**src/rtl/demux2x_tuple_bit_bits_reg_if.sv**
```systemverilog
// Stream bundle for the registered 1-to-2 tuple demux: one (Bit, Bits[WIDTH]) input
// stream with a destination select, and two output streams.
interface demux2x_tuple_bit_bits_reg_if #(
  parameter int WIDTH = 2
);
  logic             I__0;
  logic [WIDTH-1:0] I__1;
  logic             S;
  logic             I_valid;
  logic             I_ready;
  logic             O0__0;
  logic [WIDTH-1:0] O0__1;
  logic             O0_valid;
  logic             O0_ready;
  logic             O1__0;
  logic [WIDTH-1:0] O1__1;
  logic             O1_valid;
  logic             O1_ready;

  // Block side.
  modport slave (
    input  I__0, I__1, S, I_valid, O0_ready, O1_ready,
    output I_ready, O0__0, O0__1, O0_valid, O1__0, O1__1, O1_valid
  );

  // Producer/consumer side.
  modport master (
    output I__0, I__1, S, I_valid, O0_ready, O1_ready,
    input  I_ready, O0__0, O0__1, O0_valid, O1__0, O1__1, O1_valid
  );
endinterface

```
**src/rtl/demux2x_tuple_bit_bits_reg.sv**
```systemverilog
// Registered 1-to-2 tuple demux: S steers each accepted transfer into one of two
// single-entry holding registers that drain independently.
module demux2x_tuple_chan #(
  parameter int WIDTH = 2
) (
  input  logic             clk,
  input  logic             rst_n,
  input  logic             load,
  input  logic             d0,
  input  logic [WIDTH-1:0] d1,
  input  logic             ready,
  output logic             valid,
  output logic             drain,
  output logic             q0,
  output logic [WIDTH-1:0] q1
);
  typedef enum logic {EMPTY = 1'b0, FULL = 1'b1} state_e;

  state_e           state_q, state_d;
  logic             f0_q, f0_d;
  logic [WIDTH-1:0] f1_q, f1_d;

  always_ff @(posedge clk or negedge rst_n) begin
    if (!rst_n) begin
      state_q <= EMPTY;
      f0_q    <= 1'b0;
      f1_q    <= '0;
    end else begin
      state_q <= state_d;
      f0_q    <= f0_d;
      f1_q    <= f1_d;
    end
  end

  always_comb begin
    state_d = state_q;
    f0_d    = f0_q;
    f1_d    = f1_q;
    drain   = (state_q == FULL) & ready;
    case (state_q)
      EMPTY:   if (load) state_d = FULL;
      FULL:    if (drain && !load) state_d = EMPTY;
      default: state_d = EMPTY;
    endcase
    // load is only raised when the slot is empty or draining this cycle
    if (load) begin
      f0_d = d0;
      f1_d = d1;
    end
  end

  assign valid = (state_q == FULL);
  assign q0    = f0_q;
  assign q1    = f1_q;
endmodule

module demux2x_tuple_bit_bits_reg #(
  parameter int WIDTH = 2
) (
  input  logic                         CLK,
  input  logic                         ASYNCRESETN,
  demux2x_tuple_bit_bits_reg_if.slave  io
);
  localparam int NUM_CH = 2;

  logic [NUM_CH-1:0]            ch_load, ch_ready, ch_valid, ch_drain, ch_f0;
  logic [NUM_CH-1:0][WIDTH-1:0] ch_f1;
  logic                         i_ready, accept;

  assign ch_ready = {io.O1_ready, io.O0_ready};

  // Back-pressure looks only at the selected channel, so a stalled channel
  // never blocks traffic headed for the other one.
  always_comb begin
    i_ready    = ASYNCRESETN & (~ch_valid[io.S] | ch_drain[io.S]);
    accept     = io.I_valid & i_ready;
    ch_load    = '0;
    ch_load[0] = accept & ~io.S;
    ch_load[1] = accept &  io.S;
  end

  for (genvar k = 0; k < NUM_CH; k++) begin : g_ch
    demux2x_tuple_chan #(.WIDTH(WIDTH)) u_chan (
      .clk   (CLK),
      .rst_n (ASYNCRESETN),
      .load  (ch_load[k]),
      .d0    (io.I__0),
      .d1    (io.I__1),
      .ready (ch_ready[k]),
      .valid (ch_valid[k]),
      .drain (ch_drain[k]),
      .q0    (ch_f0[k]),
      .q1    (ch_f1[k])
    );
  end

  assign io.I_ready  = i_ready;
  assign io.O0_valid = ch_valid[0];
  assign io.O0__0    = ch_f0[0];
  assign io.O0__1    = ch_f1[0];
  assign io.O1_valid = ch_valid[1];
  assign io.O1__0    = ch_f0[1];
  assign io.O1__1    = ch_f1[1];
endmodule

```
**src/flat_wrapper.sv**
```systemverilog
// flat-port wrapper written by rule: the top's interface ports become plain ports
module demux2x_tuple_bit_bits_reg_flat 
#(
  parameter int WIDTH = 2
)
  (CLK, ASYNCRESETN, io_I__0, io_I__1, io_S, io_I_valid, io_O0_ready, io_O1_ready, io_I_ready, io_O0__0, io_O0__1, io_O0_valid, io_O1__0, io_O1__1, io_O1_valid);
  demux2x_tuple_bit_bits_reg_if #(.WIDTH(WIDTH)) io_i ();
  input  logic CLK;
  input  logic ASYNCRESETN;
  input wire logic [$bits(io_i.I__0)-1:0] io_I__0;
  input wire logic [$bits(io_i.I__1)-1:0] io_I__1;
  input wire logic [$bits(io_i.S)-1:0] io_S;
  input wire logic [$bits(io_i.I_valid)-1:0] io_I_valid;
  input wire logic [$bits(io_i.O0_ready)-1:0] io_O0_ready;
  input wire logic [$bits(io_i.O1_ready)-1:0] io_O1_ready;
  output wire logic [$bits(io_i.I_ready)-1:0] io_I_ready;
  output wire logic [$bits(io_i.O0__0)-1:0] io_O0__0;
  output wire logic [$bits(io_i.O0__1)-1:0] io_O0__1;
  output wire logic [$bits(io_i.O0_valid)-1:0] io_O0_valid;
  output wire logic [$bits(io_i.O1__0)-1:0] io_O1__0;
  output wire logic [$bits(io_i.O1__1)-1:0] io_O1__1;
  output wire logic [$bits(io_i.O1_valid)-1:0] io_O1_valid;
  assign io_i.I__0 = io_I__0;
  assign io_i.I__1 = io_I__1;
  assign io_i.S = io_S;
  assign io_i.I_valid = io_I_valid;
  assign io_i.O0_ready = io_O0_ready;
  assign io_i.O1_ready = io_O1_ready;
  assign io_I_ready = io_i.I_ready;
  assign io_O0__0 = io_i.O0__0;
  assign io_O0__1 = io_i.O0__1;
  assign io_O0_valid = io_i.O0_valid;
  assign io_O1__0 = io_i.O1__0;
  assign io_O1__1 = io_i.O1__1;
  assign io_O1_valid = io_i.O1_valid;
  demux2x_tuple_bit_bits_reg #(.WIDTH(WIDTH)) u_core (.CLK(CLK), .ASYNCRESETN(ASYNCRESETN), .io(io_i));
endmodule
```
**config.mk**
```make
export PLATFORM = sky130hd
export DESIGN_NAME = demux2x_tuple_bit_bits_reg_flat
export DESIGN_NICKNAME = d
export VERILOG_FILES = /design/src/rtl/demux2x_tuple_bit_bits_reg_if.sv /design/src/rtl/demux2x_tuple_bit_bits_reg.sv /design/src/flat_wrapper.sv
export SDC_FILE = /design/constraint.sdc
export NUM_CORES = 1
export LEC_CHECK = 0
export ABC_AREA = 0
export BUFFER_PORTS_ARGS = -buffer_cell sky130_fd_sc_hd__buf_2
export CAP_MARGIN = 20
export CELL_PAD_IN_SITES_DETAIL_PLACEMENT = 0
export CELL_PAD_IN_SITES_GLOBAL_PLACEMENT = 1
export CORE_AREA = 4 4 41 43
export CTS_CLUSTER_SIZE = 10
export DETAILED_ROUTE_END_ITERATION = 7
export DIE_AREA = 0 0 45 47
export PLACE_DENSITY = 0.61
export SLEW_MARGIN = 20
export SYNTH_ARGS = -nofsm -noshare
export SYNTH_HDL_FRONTEND = slang
export SYNTH_SLANG_ARGS = --single-unit
```
**constraint.sdc**
```tcl
create_clock -name CLK -period 1.4 [get_ports CLK]
set_input_delay 0.21 -clock CLK [delete_from_list [all_inputs] [get_ports CLK]]
set_output_delay 0.21 -clock CLK [all_outputs]
set_load 0.05 [all_outputs]
```
## After elaboration in Yosys (flattened, before gate mapping)

Cells that the tools add are included.

| storage, ports and cells | value |
|---|---|
| bits in registers | 8 |
| output and inout bits | 9 |

| cells by class | value |
|---|---|
| order comparisons | 1 |
| muxes and demuxes | 10 |
| bitwise operators | 11 |
| reductions and logical operators | 4 |

Operator list:

| kind | count |
|---|---|
| 1-bit two-way mux | 8 |
| 1-bit bitwise AND | 6 |
| 1-bit NOT | 4 |
| 1-bit case mux with 2 select lines | 2 |
| 1-bit logical AND | 2 |
| 1-bit logical NOT | 2 |
| 1-bit by 2-bit less-than comparator with 1-bit output (second input constant) | 1 |
| 1-bit OR | 1 |

## Depth between registers and ports, before layout

Gate-level depths: netlist of run 1.

| depth | value |
|---|---|
| depth after elaboration | 11 |
| depth in mapped cells | 3 |
| depth with buffers taken out | 3 |

## Cells and area by module

Synthesis of run 1 repeated with hierarchy kept, for this count alone.

| unflattened totals | value |
|---|---|
| cell total of the unflattened synthesis | 29 |
| area total of the unflattened synthesis | 354.1 um^2 |

Modules (own cells, without submodules):

| module | instances | cells an instance | area an instance (um^2) |
|---|---|---|---|
| demux2x_tuple_chan | 2 | 10 | 152.6 |
| demux2x_tuple_bit_bits_reg | 1 | 9 | 48.8 |

## Worst setup path after synthesis of run 1

Ideal clock, no wire load.

| path | value |
|---|---|
| path kind | register to register |
| from | reg u_core.g_ch[0].u_chan.state_q |
| to | reg u_core.g_ch[0].u_chan.f0_q |
| setup time | 0.125 ns |
| data arrival time | 1.292 ns |
| required time | 1.275 ns |
| setup slack | -0.017 ns |
| stages on the path, launching flop included | 4 |
| path through | dfrtp_1 nand2b_1 nor3b_4 mux2_2 |

| between the ends | value |
|---|---|
| longest elaborated chain between the ends | 7 |
| elaborated cells on any way between the ends | 10 |

Ends and longest elaborated chain:

| what | line | source |
|---|---|---|
| start: declaration | demux2x_tuple_bit_bits_reg.sv:19 | `state_e state_q, state_d;` |
| start signal: assignment | demux2x_tuple_bit_bits_reg.sv:29 | `state_q <= state_d;` |
| 1-bit bitwise AND / 1-bit two-way mux (equally long branches) | demux2x_tuple_bit_bits_reg.sv:39, demux2x_tuple_bit_bits_reg.sv:75 |  |
| 1-bit two-way mux (not written as such) | demux2x_tuple_bit_bits_reg.sv:75 | `i_ready = ASYNCRESETN & (~ch_valid[io.S] \| ch_drain[io.S]);` |
| 1-bit two-way mux (not written as such) / 1-bit NOT (equally long branches) | demux2x_tuple_bit_bits_reg.sv:75 |  |
| 1-bit OR * | demux2x_tuple_bit_bits_reg.sv:75 |  |
| 1-bit bitwise AND * | demux2x_tuple_bit_bits_reg.sv:75 |  |
| 1-bit bitwise AND * | demux2x_tuple_bit_bits_reg.sv:76 | `accept = io.I_valid & i_ready;` |
| 1-bit bitwise AND * | demux2x_tuple_bit_bits_reg.sv:78 | `ch_load[0] = accept & ~io.S;` |
| end signal: assignment | demux2x_tuple_bit_bits_reg.sv:26 | `f0_q <= 1'b0;` |
| end signal: assignment | demux2x_tuple_bit_bits_reg.sv:30 | `f0_q <= f0_d;` |
| end: declaration | demux2x_tuple_bit_bits_reg.sv:20 | `logic f0_q, f0_d;` |

Every way passes the cells marked *; elsewhere a longest branch is shown, timed or not. The select of a mux whose other input is x is not followed.
A chain may end at the register's enable or synchronous reset.

## Worst setup path in the final report of run 1

| path | value |
|---|---|
| from | reg u_core.g_ch[0].u_chan.state_q |
| to | out io_I_ready |

| between the ends | value |
|---|---|
| longest elaborated chain between the ends | 5 |
| elaborated cells on any way between the ends | 8 |

Ends and longest elaborated chain:

| what | line | source |
|---|---|---|
| 1-bit bitwise AND / 1-bit two-way mux (equally long branches) | demux2x_tuple_bit_bits_reg.sv:39, demux2x_tuple_bit_bits_reg.sv:75 |  |
| 1-bit two-way mux (not written as such) | demux2x_tuple_bit_bits_reg.sv:75 |  |
| 1-bit two-way mux (not written as such) / 1-bit NOT (equally long branches) | demux2x_tuple_bit_bits_reg.sv:75 |  |
| 1-bit OR * | demux2x_tuple_bit_bits_reg.sv:75 |  |
| 1-bit bitwise AND * | demux2x_tuple_bit_bits_reg.sv:75 |  |
| end: declaration | flat_wrapper.sv:16 | `output wire logic [$bits(io_i.I_ready)-1:0] io_I_ready;` |

Marked as above.

==> results of run 1 <==
## cell usage in the layout, fill, tap and decap left out
master         netlist  layout
dlygate4sd3_1        0       2
clkbuf_4             0       4
clkbuf_1             0       1
nor3b_4              1       1
dfrtp_2              0       1
buf_2                0      16
dfrtp_1              8       7
nand3_2              1       1
nand2_1              2       2
nor2b_4              1       1
nand2b_1             2       2
o21ai_0              1       1
o211a_1              1       1
buf_4                0       1
mux2_2               6       6
nand3b_1             1       1
## report_power, final
group	switching, uW	internal [uW]	total (uW)
logic	206	81.9	288
registers	18.9	273	292
clock network	86.7	110	196
## registers in the layout, summed over array words and instances, names as in the netlist
signal	count
u_core.g_ch.u_chan.q0	2
u_core.g_ch.u_chan.valid	2
u_core.g_ch.u_chan.q1	4
## what timing repair did
| item | in CTS | in global routing |
|---|---|---|
| resized for setup | 0 | 1 |
| endpoints found under the hold margin | 8 | 0 |
| endpoints found under the setup margin | 0 | 1 |
| hold buffers | 2 | 0 |
## worst paths after layout
kind | startpoint | end | slack, ns | cells past startpoint
hold / removal | io_I__0 | u_core.g_ch[1].u_chan.q0 | 0.20 | 2
setup / recovery | u_core.g_ch[0].u_chan.valid | io_I_ready | 0.06 | 3
hold reg to reg | u_core.g_ch[1].u_chan.q1[0] | u_core.g_ch[1].u_chan.q1[0] | 0.50 | 1
max in group asynchronous | ASYNCRESETN | u_core.g_ch[0].u_chan.valid | 0.61 | 3
min in group asynchronous | ASYNCRESETN | u_core.g_ch[1].u_chan.valid | 0.30 | 2
setup reg to reg | u_core.g_ch[0].u_chan.valid | u_core.g_ch[0].u_chan.q1[1] | 0.19 | 3
## stage by stage
stage	power, uW	instances	hold WS [ns]	worst slack [ns]	util
after floorplan	503	24	-0.0856	0.0634	-
after global placement	578	57	0.0124	0.192	0.358
after detailed placement	582	57	0.0150	0.192	0.358
after CTS	789	63	0.191	0.0186	0.393
after global routing	817	63	0.192	0.00122	0.395
final	776	63	0.198	0.0639	0.395
## layout make-up
type / count / area (um^2)
fillers: 145 / 787
multi-input cells: 16 / 153
well taps: 15 / 18.8
clock buffers: 4 / 26.3
repair buffers: 20 / 115
flip-flops and latches: 8 / 201
## layer usage
metal,share of wire,up-vias,global-route usage
li1,-,133,-
met1,0.40,131,0.0937
met2,0.42,15,0.130
met3,0.13,3,0.0345
met4,0.040,0,0.0877
met5,0,-,0
## cell families (layout without fill, tap and decap cells)
| logic type | after synthesis | count (layout) | share of synthesized area |
|---|---|---|---|
| flip-flops | 8 | 8 | 0.567 |
| multiplexers | 6 | 6 | 0.191 |
| AO/OA/AOI/OAI | 2 | 2 | 0.0425 |
| AND/OR/NAND/NOR | 8 | 8 | 0.199 |
| buffers and inverters | 0 | 24 | 0 |
==> metrics.md, run 1 <==
| Metric | Value |
|---|---|
| Critical Path Slowest Stage Cell | `dfrtp_2` |
| DR vias | `282` |
| Crit path max-delay family | `flip-flops` |
| Total Wirelength | `756 um` |
| Max FO, Critical Path | `3` |
| WS Path Type | `flip-flop to output pin` |
| Clk buf depth | `2` |
| Initial DRC count | `0` |
| EDFF count, synth | `0` |
| Initial cell density of the core | `0.271` |
| HP Class | `input pin to flip-flop` |
| Most frequent cells after synthesis | `dfrtp_1, mux2_2, nand2_1, nand2b_1` |
| Root Buffer | `clkbuf_4` |
| Final setup TNS | `0 ns` |
| Fin. Hold Viols | `0` |
| RSZ-0062 raised after global routing | `false` |
| Power Density | `1510 nW/um^2` |
| DIE AREA | `2120 um^2` |
| Number of CTS-inserted buffers | `3` |
| Setup crit end kind | `output pin` |
| Remaining antenna violation count | `0` |
| Area growth syn-to-layout | `45.7%` |
| Mapped Area | `353 um^2` |
| Critical Path AT | `1.13 ns` |
| Mapped Cells | `24` |
| Synthesized flop and latch total | `8` |
| Placed inst area | `465 um^2` |
| RePlAce Congestion | `0.735` |
| Yosys top cell area share | `0.567` |
| GRT overflow | `0` |
| Synth Warn # | `0` |
| MaxCap Viol Count | `0` |
| Post-CTS setup buffers | `0` |
| Fin area | `514 um^2` |
| CTS tree | `built` |
| Core Region | `1300 um^2` |
| First-pass GRT wire length | `1260 um` |
| Post-route DRC | `0` |
| Crit-path max cell delay | `0.40 ns` |
| Syn_nets | `33` |
| Initial antenna violation count | `0` |
| Area leader, netlist | `dfrtp_1` |
| Slew headroom | `0.774` |
| Routed length per instance | `12.0 um` |
| Total clock sinks | `8` |
| Largest net degree at the start of global routing | `8` |
| Asr flop ratio synth | `1.00` |
| Post-DP HPWL | `616 um` |
| F_max | `748 MHz` |
| Initial DRT Pass Iterations | `1` |
| I/O Buffers | `17` |
| Worst slew pin tran | `0.337 ns` |
| Ports | `18` |
| Register area share after synthesis | `0.567` |
| Clk_lat worst skew | `0.26 ns` |
| GRT Util Overall | `0.0878` |
| Outcome | `complete, no violations` |
| Period utilization | `0.954` |
| Layout Nets | `58` |
| P_leak | `0.000256 uW` |
| Layout Skew | `0.00352 ns` |
| Share of layout cells above drive strength 1 | `0.646` |
| Number of global-route vias before repair | `302` |
| Synth unique cells | `10` |
| Top-count cell post-synth | `dfrtp_1` |
| Worst path bufs/invs | `1` |
| Most used DFF post-synth | `dfrtp_1` |
| Required time worst endpoint | `1.19 ns` |
| Die height | `47 um` |
| Die X | `45 um` |
| Clock slew seen by the registers of the worst setup and hold paths | `0.06 ns` |
| ANT cells | `0` |
| H-tree levels | `1` |
| Site row count | `13` |
| Syn avg cell area | `14.7 um^2` |
| Final setup fails | `0` |
| Ranking of synthesized cells by area | `dfrtp_1, mux2_2, nor3b_4` |
| CP startpoint kind | `flip-flop` |
| Via-to-Cell Ratio | `4.48` |
| CP cell instances | `nand2b_1 -> o211a_1 -> clkbuf_4` |
| Pins Over Slew Limit | `0` |
| Peak supply drop | `0.000543 V` |
| Min cycle time layout | `1.34 ns` |
(Power assumes the default switching activity.)
==> inputs of run 2 (changes only) <==
Settings changed: PLACE_DENSITY 0.61 to 0.64, SLEW_MARGIN 20 to unset.
Clock period 1.4 ns to 1.1 ns, I/O delays scaled along.
==> metrics.md, run 2 (synthesized netlist as in run 1, its figures left out) <==
| Metric | Value |
|---|---|
| Root Buffer | `clkbuf_4 (unchanged)` |
| Number of global-route vias before repair | `322 (was 302)` |
| WHS | `0.167 ns (was 0.198 ns)` |
| Clock slew seen by the registers of the worst setup and hold paths | `0.05 ns (was 0.06 ns)` |
| Crit path max-delay family | `flip-flops (unchanged)` |
| GRT Util Overall | `0.0933 (was 0.0878)` |
| Period utilization | `1.20` |
| Critical Path AT | `1.16 ns (was 1.13 ns)` |
| CP cell instances | `nand2b_4 -> buf_6 -> o211a_4 -> buf_8 (was nand2b_1 -> o211a_1 -> clkbuf_4)` |
| Required time worst endpoint | `0.94 ns (was 1.19 ns)` |
| Core Region | `1300 um^2 (unchanged)` |
| Origin of the worst setup path | `u_core.g_ch[0].u_chan.valid (unchanged)` |
| Post-route DRC | `0 (unchanged)` |
| Site row count | `13 (unchanged)` |
| ANT cells | `0 (unchanged)` |
| CP endpoint | `io_I_ready (unchanged)` |
| Reg2Reg Setup Slack | `-0.21 ns (was 0.19 ns)` |
| Critical Path Slowest Stage Cell | `dfrtp_2 (unchanged)` |
| Remaining antenna violation count | `0 (unchanged)` |
| Initial DRT Pass Iterations | `1 (unchanged)` |
| Crit-path max cell delay | `0.38 ns (was 0.40 ns)` |
| Clk_lat worst skew | `0.24 ns (was 0.26 ns)` |
| Total clock sinks | `8 (unchanged)` |
| Worst slew pin tran | `0.324 ns (was 0.337 ns)` |
| Most frequent cells in the layout | `buf_2, mux2_4, dfrtp_1 (was buf_2, dfrtp_1, mux2_2)` |
| Outcome | `finished, violations left (was complete, no violations)` |
| Crit path depth | `4 (was 3)` |
| Min cycle time layout | `1.32 ns` |
| Power Density | `1740 nW/um^2 (was 1510 nW/um^2)` |
| RSZ-0062 raised after global routing | `true (was false)` |
| R2r endpoint | `u_core.g_ch[0].u_chan.q0 (was u_core.g_ch[0].u_chan.q1[1])` |
| MaxCap Viol Count | `0 (unchanged)` |
| Initial antenna violation count | `0 (unchanged)` |
| Largest net degree at the start of global routing | `8 (unchanged)` |
| Initial cell density of the core | `0.271 (unchanged)` |
| Routed length per instance | `12.7 um (was 12.0 um)` |
| Fin. Hold Viols | `0 (unchanged)` |
| First-pass GRT wire length | `1390 um (was 1260 um)` |
| Die X | `45 um (unchanged)` |
| H-tree levels | `1 (unchanged)` |
| DIE AREA | `2120 um^2 (unchanged)` |
| Setup crit end kind | `output pin (unchanged)` |
| Final setup TNS | `-0.943 ns (was 0 ns)` |
| Slew headroom | `0.783 (was 0.774)` |
| Max FFs per register | `4 (unchanged)` |
| Share of layout cells above drive strength 1 | `0.735 (was 0.646)` |
| Die height | `47 um (unchanged)` |
| Number of CTS-inserted buffers | `3 (unchanged)` |
| Crit Reg-Reg Startpoint | `u_core.g_ch[0].u_chan.valid (unchanged)` |
| CTS tree | `built (unchanged)` |
| Worst setup margin | `-0.220 ns (was 0.0639 ns)` |
| Final setup fails | `7 (was 0)` |
| GRT overflow | `0 (unchanged)` |
| Clk buf depth | `2 (unchanged)` |
| Violated checks | `setup timing` |
| Layout Skew | `0.000260 ns (was 0.00352 ns)` |
| P_leak | `0.000288 uW (was 0.000256 uW)` |
| Commonest non-fill, non-tap cell in the layout | `buf_2 (unchanged)` |
| Max FO, Critical Path | `2 (was 3)` |
| Via-to-Cell Ratio | `4.55 (was 4.48)` |
| Ports | `18 (unchanged)` |
| Post-DP HPWL | `657 um (was 616 um)` |
| Layout Nets | `60 (was 58)` |
| I/O Buffers | `17 (unchanged)` |
| Area growth syn-to-layout | `63.1% (was 45.7%)` |
| F_max | `758 MHz` |
| HP Class | `input pin to flip-flop (unchanged)` |
| Pins Over Slew Limit | `0 (unchanged)` |
| Worst path bufs/invs | `2 (was 1)` |
| RePlAce Congestion | `0.769 (was 0.735)` |
| DR vias | `291 (was 282)` |
| Worst Reg-to-Reg Cells | `4 (was 3)` |
| Cells after DPL | `58 (was 57)` |
| Total Wirelength | `814 um (was 756 um)` |
| CP startpoint kind | `flip-flop (unchanged)` |
| Initial DRC count | `0 (unchanged)` |
| Power Total | `1000 uW (was 776 uW)` |
| Layout Cells excl Fill | `64 (was 63)` |
| Peak supply drop | `0.000806 V (was 0.000543 V)` |
| WS Path Type | `flip-flop to output pin (unchanged)` |
==> run 2: cell count changes in the layout (fill, tap and decap cells not counted), sizes merged <==
| cell | delta |
|---|---|
| clkbuf | -2 |
| buf | +3 |
==> run 2: stage by stage <==
stage                     setup slack, ns   util  area [um^2]
after detailed placement           -0.114  0.373          485
after CTS                          -0.244  0.431          561
final                              -0.220  0.442          576
after global routing               -0.257  0.442          576
after global placement            -0.0703  0.373          485
after floorplan                    -0.222      -          367
==> run 2: cell type report <==
cell class / count / area (um^2)
multi-input cells: 16 / 190
well taps: 15 / 18.8
fillers: 131 / 726
repair buffers: 22 / 141
flip-flops and latches: 8 / 203
clock buffers: 3 / 22.5
==> run 2: repair_timing <==
action                                 CTS  global route
gates cloned                             0             0
gates resized for setup                  6             3
setup buffers                            1             0
hold buffers                             2             0
setup endpoints to repair                7             7
endpoints found under the hold margin    8             0
==> run 2: worst min-delay path by stage <==
stage	startpoint	to	depth (start not counted)
2_1_floorplan	ASYNCRESETN	u_core.g_ch[0].u_chan.q0	0
3_3_place_gp	ASYNCRESETN	u_core.g_ch[1].u_chan.valid	1
3_5_place_dp	ASYNCRESETN	u_core.g_ch[1].u_chan.valid	1
4_1_cts	io_I__1[1]	u_core.g_ch[1].u_chan.q1[1]	2
5_1_grt	io_I__1[1]	u_core.g_ch[1].u_chan.q1[1]	2
6_report	io_I__1[1]	u_core.g_ch[1].u_chan.q1[1]	2
==> run 2: routing by layer <==
metal	up-vias	routed length, um	share of wire	track usage
met2	15	365	0.45	0.144
met4	0	0	0	0.0351
met1	138	353	0.43	0.114
li1	138	-	-	-
met3	0	96	0.12	0.0421
met5	-	0	0	0
==> run 2: power by group <==
group | total, uW | switching (uW) | leakage, uW | internal (uW)
Clock | 213 | 88.4 | 0.0000138 | 124
Sequential | 378 | 29.1 | 0.0000943 | 348
Combinational | 414 | 269 | 0.000180 | 145
